### src/rtl/mips_pipe_pkg.sv
// Shared pipeline definitions.
// Control bundle bit map and the NOP encoding.
package mips_pipe_pkg;

   localparam int CTRL_W     = 9;

   localparam int REG_WRITE  = 0;
   localparam int MEM_READ   = 1;
   localparam int MEM_WRITE  = 2;
   localparam int MEM_TO_REG = 3;
   localparam int REG_DST    = 4;
   localparam int ALU_SRC    = 5;
   localparam int USES_RT    = 6;
   localparam int ALU_OP_LO  = 7;
   localparam int ALU_OP_HI  = 8;

   localparam logic [CTRL_W-1:0] NOP_CTRL = '0;

endpackage

### src/rtl/id_bypass.sv
// WB->ID forwarding for both register file read ports.
// The regfile write lands on the edge, so the same-cycle read is stale.
module id_bypass #(
   parameter int DATA_W = 32,
   parameter int REG_AW = 5
) (
   input  logic [REG_AW-1:0] rs_i,
   input  logic [REG_AW-1:0] rt_i,
   input  logic [DATA_W-1:0] rdata1_i,
   input  logic [DATA_W-1:0] rdata2_i,
   input  logic [REG_AW-1:0] wb_wreg_i,
   input  logic [DATA_W-1:0] wb_wdata_i,
   input  logic              wb_we_i,
   output logic [DATA_W-1:0] a_o,
   output logic [DATA_W-1:0] b_o
);

   logic wb_live;
   logic hit_rs;
   logic hit_rt;

   assign wb_live = wb_we_i && (wb_wreg_i != '0);
   assign hit_rs  = wb_live && (wb_wreg_i == rs_i);
   assign hit_rt  = wb_live && (wb_wreg_i == rt_i);

   // Select the in-flight WB value over the stale regfile data.
   always_comb begin
      a_o = hit_rs ? wb_wdata_i : rdata1_i;
      b_o = hit_rt ? wb_wdata_i : rdata2_i;
   end

endmodule

### src/rtl/id_ex_stage.sv
// ID/EX pipeline register with WB bypass,
// load-use hazard detection, stall and flush.
module id_ex_stage #(
   parameter int DATA_W = 32,
   parameter int REG_AW = 5,
   parameter int CTRL_W = mips_pipe_pkg::CTRL_W
) (
   input  logic              clk,
   input  logic              rst,
   input  logic [REG_AW-1:0] id_rs,
   input  logic [REG_AW-1:0] id_rt,
   input  logic [REG_AW-1:0] id_rd,
   input  logic [15:0]       id_imm16,
   input  logic [CTRL_W-1:0] id_ctrl,
   input  logic              id_valid,
   input  logic [DATA_W-1:0] rf_rdata1,
   input  logic [DATA_W-1:0] rf_rdata2,
   input  logic [REG_AW-1:0] wb_wreg,
   input  logic [DATA_W-1:0] wb_wdata,
   input  logic              wb_we,
   input  logic              stall_in,
   input  logic              flush_in,
   output logic [REG_AW-1:0] ex_rs,
   output logic [REG_AW-1:0] ex_rt,
   output logic [REG_AW-1:0] ex_rd,
   output logic [DATA_W-1:0] ex_a,
   output logic [DATA_W-1:0] ex_b,
   output logic [DATA_W-1:0] ex_imm,
   output logic [CTRL_W-1:0] ex_ctrl,
   output logic              ex_valid,
   output logic              hz_stall
);

   import mips_pipe_pkg::*;

   logic [REG_AW-1:0] rs_q, rt_q, rd_q;
   logic [DATA_W-1:0] a_q, b_q, imm_q;
   logic [CTRL_W-1:0] ctrl_q;
   logic              valid_q;

   logic [DATA_W-1:0] a_d, b_d, imm_d;
   logic [CTRL_W-1:0] ctrl_d;
   logic              hz;
   logic              bubble;
   logic              load;

   id_bypass #(
      .DATA_W (DATA_W),
      .REG_AW (REG_AW)
   ) u_bypass (
      .rs_i       (id_rs),
      .rt_i       (id_rt),
      .rdata1_i   (rf_rdata1),
      .rdata2_i   (rf_rdata2),
      .wb_wreg_i  (wb_wreg),
      .wb_wdata_i (wb_wdata),
      .wb_we_i    (wb_we),
      .a_o        (a_d),
      .b_o        (b_d)
   );

   // Load in EX feeding a source of the instruction in ID.
   always_comb begin
      hz = valid_q && ctrl_q[MEM_READ] && (rt_q != '0) && id_valid &&
           ((rt_q == id_rs) || ((rt_q == id_rt) && id_ctrl[USES_RT]));
   end

   // Next-state payload and update selection.
   always_comb begin
      imm_d  = {{(DATA_W-16){id_imm16[15]}}, id_imm16};
      ctrl_d = id_ctrl & {CTRL_W{id_valid}};
      bubble = flush_in || (!stall_in && hz);
      load   = !flush_in && !stall_in && !hz;
   end

   // EX register: flush > stall > hazard bubble > normal load.
   always_ff @(posedge clk or negedge rst) begin
      if (!rst) begin
         rs_q    <= '0;
         rt_q    <= '0;
         rd_q    <= '0;
         a_q     <= '0;
         b_q     <= '0;
         imm_q   <= '0;
         ctrl_q  <= NOP_CTRL;
         valid_q <= 1'b0;
      end else if (bubble) begin
         rs_q    <= '0;
         rt_q    <= '0;
         rd_q    <= '0;
         a_q     <= '0;
         b_q     <= '0;
         imm_q   <= '0;
         ctrl_q  <= NOP_CTRL;
         valid_q <= 1'b0;
      end else if (load) begin
         rs_q    <= id_rs;
         rt_q    <= id_rt;
         rd_q    <= id_rd;
         a_q     <= a_d;
         b_q     <= b_d;
         imm_q   <= imm_d;
         ctrl_q  <= ctrl_d;
         valid_q <= id_valid;
      end
   end

   assign ex_rs    = rs_q;
   assign ex_rt    = rt_q;
   assign ex_rd    = rd_q;
   assign ex_a     = a_q;
   assign ex_b     = b_q;
   assign ex_imm   = imm_q;
   assign ex_ctrl  = ctrl_q;
   assign ex_valid = valid_q;
   assign hz_stall = hz;

endmodule
### config.mk
export PLATFORM = sky130hd
export DESIGN_NAME = id_ex_stage
export DESIGN_NICKNAME = d
export VERILOG_FILES = /design/src/rtl/mips_pipe_pkg.sv /design/src/rtl/id_bypass.sv /design/src/rtl/id_ex_stage.sv
export SDC_FILE = /design/constraint.sdc
export NUM_CORES = 1
export LEC_CHECK = 0
export BUFFER_PORTS_ARGS = -buffer_cell sky130_fd_sc_hd__buf_4
export CAP_MARGIN = 15
export CORE_ASPECT_RATIO = 0.9
export CORE_MARGIN = 1
export CORE_UTILIZATION = 44
export CTS_CLUSTER_DIAMETER = 30
export DETAILED_ROUTE_END_ITERATION = 16
export HOLD_SLACK_MARGIN = 0.02
export PLACE_DENSITY_LB_ADDON = 0.25
export SYNTH_ARGS = -nofsm -noshare
export SYNTH_HDL_FRONTEND = slang
export SYNTH_HIERARCHICAL = 1
export SYNTH_SLANG_ARGS = --single-unit
### constraint.sdc
create_clock -name clk -period 1.7 [get_ports clk]
set_input_delay 0.085 -clock clk [delete_from_list [all_inputs] [get_ports clk]]
set_output_delay 0.085 -clock clk [all_outputs]
set_load 0.05 [all_outputs]
==> impl_metrics.csv <==
group,metric,value,unit
worst_setup_path,start_kind,"flop",
cts,cts-root-buf,"clkbuf_16",
sta,worst_slew_pin_slew,603,ps
pwr,power_frac_seq,35.7,%
logic_synthesis,syn_area_per_cell,10.2,µm²
detailed_routing,drc,0,
cts,cts_buffers,9,
finish,drive_above_1_share,46.5,%
placed_design,place.gp.congestion,0.822,
floorplan,die_x,128,µm
sta,finalWorstSetupSlack,-285,ps
pwr,p_sw_share,37.1,%
status,outcome,"finished, violations left",
logic_synthesis,syn_nets,765,
placed_design,dpl.hpwl,14.2,mm
worst_setup_path,crit_slowest_cell,"or4_4",
worst_setup_path,cp-end-kind,"output port",
detailed_routing,vias_per_cell,5.79,
logic_synthesis,yosys_warnings,6,
detailed_routing,ant_nets,0,
grt,track_usage,27.7,%
detailed_routing,vias,6363,
sta,setup_violations,106,
worst_setup_path,crit_type,"reg -> out",
floorplan,rows,41,
floorplan,die_y,116,µm
logic_synthesis,yosys_register_bits,105,
sta,fin_crit,1990,ps
pwr,internal_power,5.16,mW
sta,fmax,504,MHz
grt,antenna_found_initial,0,
pwr,power_density,866,mW/mm²
detailed_routing,drt_iter0_markers,385,
worst_hold_path,hold_path_class,"in -> reg",
cts,path_clk_slew,70,ps
placed_design,post-place-ws,-322,ps
grt,grt_pass1_vias,6072,
floorplan,fp.coreArea,0.0140,mm²
sta,rsz0062_at_grt,"yes",
finish,fin_nets,1048,
pwr,p_sw,3.04,mW
flow_run,drv_cap,0,
placed_design,port_buffers,268,
detailed_routing,routedWlPerCell,19.4,µm
sta,layout_worst_path_cycle_share,117,%
worst_setup_path,cp_data_arrival_time,1900,ps
grt,overflow,0,
sta,relSlewSlack,59.8,%
cts,clock_latency,350,ps
sta,slew_violations,0,
finish,area_growth,50.0,%
floorplan,initial_core_util,45.1,%
worst_setup_path,cp_slowest_stage_delay,550,ps
logic_synthesis,ys_seq_area_share,41.6,%
pwr,clockPowerShare,28.2,%
pwr,ir_worst_vdd,663,µV
detailed_routing,firstDrtPassIters,5,
pwr,power_leakage,4.27,nW
floorplan,io-pin-count,269,
worst_setup_path,cp_cell_sequence,"or4_4 > o2111ai_4 > buf_12 > nor2b_4 > buf_8",
cts,cts_buffer_depth,2,
worst_setup_path,cp.required,1620,ps
status,violations,"setup timing",
finish,antennaDiodeCount,0,
sta,skew,8.13,ps
sta,hold_violations,0,
logic_synthesis,yosysUniqueCellTypes,28,
cts,cts_num_sinks,105,
logic_synthesis,syn-cell-area,0.00631,mm²
finish,post-route-util,67.6,%
logic_synthesis,synth_top_area_cell,"dfrtp_1",
grt,grt_pass1_wl,32.0,mm
cts,tritoncts,"built",
logic_synthesis,netlist_top_cells_area,"dfrtp_1 42%, mux2_4 14%, a32oi_1 13%, nand2_1 6.7%, o21ai_0 5.2%",
cts,htree_levels,3,
detailed_routing,route.final.wire_length,21.3,mm
floorplan,die_area,0.0148,mm²
pwr,p_comb_share,36.0,%
worst_setup_path,path_max_fanout,3,
grt,grt_max_degree,102,
logic_synthesis,yosysTopAreaCellShare,41.6,%
logic_synthesis,synth_cells,618,
## cell families after synthesis
family / Yosys count / share of synthesized area, %
buf+inv: 82 / 7.25
xor+xnor: 20 / 2.77
flops: 105 / 41.6
compound gates: 213 / 23.9
simple gates: 134 / 9.51
mux: 64 / 15.0
## worst max-delay path, delay by kind of cell (launching register included)
family	cells	cell delay, ps
and+or+nand+nor	2	590
AOI/OAI and AO/OA	1	260
buffers and inverters	2	290
DFF	1	400
## registers in the layout, summed over array words and instances (netlist names)
name	flops
ex_a	32
ex_b	32
ex_imm	16
ex_ctrl	9
ex_rd	5
ex_rs	5
ex_rt	5
ex_valid	1
## cells in the mapped netlist, drive strengths merged
cell     number
nand2       112
dfrtp       105
o21ai        96
a32oi        94
mux2         64
clkbuf       46
buf          36
xnor2        16
nor3b        10
o221ai       10
a22oi         6
o211ai        5
xor2          4
nand3         3
nor2b         2
nor4          2
or4           2
and2          1
nand4         1
nor2          1
o2111ai       1
o22ai         1
## stage by stage
stage                     cell area, µm²  TNS, ps  hold slack (ps)  power, mW  std cells
final                               9470   -21840              113       8.20       1099
after global routing                9470   -28600              115       8.53       1099
after CTS                           9380   -24720             90.4       8.22       1096
after detailed placement            8620   -21010              103       5.81       1041
after global placement              8620   -16480             97.7       5.76       1041
after floorplan                     6350   -13940             -211       4.71        618
## power groups by stage
stage,clock network (mW),registers (mW),logic [mW]
floorplan,0,3.83,0.880
global placement,0,2.96,2.80
detailed placement,0,2.97,2.84
CTS,2.38,2.93,2.92
global route,2.46,2.96,3.10
finish,2.32,2.93,2.95
## what timing repair did
| action | 4_1_cts | 5_1_grt |
|---|---|---|
| endpoints found under the hold margin | 64 | 0 |
| gates cloned | 2 | 1 |
| setup endpoints to repair | 106 | 106 |
| pin swaps | 4 | 6 |
| gates resized for setup | 2 | 19 |
| hold buffers | 32 | 0 |
| buffers inserted | 5 | 2 |
## routing by layer
layer / GRT usage (%) / part of all wire [%] / vias to the layer above / wire (µm)
li1: - / - / 2893 / -
met1: 35.8 / 40 / 3125 / 8580
met2: 45.0 / 49 / 312 / 10400
met3: 7.71 / 9.0 / 33 / 1910
met4: 9.02 / 2.1 / 0 / 437
met5: 0 / 0 / - / 0
## layout by cell type, fill, tap and decap left out, types with 2 or more instances in the layout
cell / count
xnor2_2: 3
o21ai_1: 42
nor3b_1: 10
a22oi_1: 6
dlygate4sd3_1: 32
nor2b_4: 2
buf_6: 4
mux2_2: 4
xnor2_1: 13
xor2_1: 4
bufinv_16: 2
nand3_1: 2
dfrtp_2: 5
o211ai_1: 5
buf_4: 303
nand2_1: 112
buf_8: 2
o21ai_0: 53
buf_12: 9
or4_4: 2
o221ai_1: 10
mux2_4: 60
nor4_4: 2
buf_16: 2
dfrtp_1: 100
a32oi_1: 94
clkbuf_16: 10
## cell type report
cell class	count	area, µm²
clock buffer	9	225
clock inverter	7	101
sequential	105	2630
timing repair buffer	354	2960
tap	193	241
multi-input combinational	431	3310
fill	1064	4530
## path summary, 6_finish.rpt
| check | startpoint | to | slack [ps] | cells after the start |
|---|---|---|---|---|
| hold / removal | stall_in | ex_rt[2] | 110 | 3 |
| hold reg to reg | ex_ctrl[6] | ex_ctrl[6] | 500 | 2 |
| setup / recovery | ex_rt[3] | hz_stall | -290 | 5 |
| min in group asynchronous | rst | ex_b[16] | 250 | 2 |
| max in group asynchronous | rst | ex_rt[4] | 780 | 3 |
| setup reg to reg | ex_rt[3] | ex_rd[2] | -260 | 6 |
No activity file was read; power rests on OpenSTA's default activity.
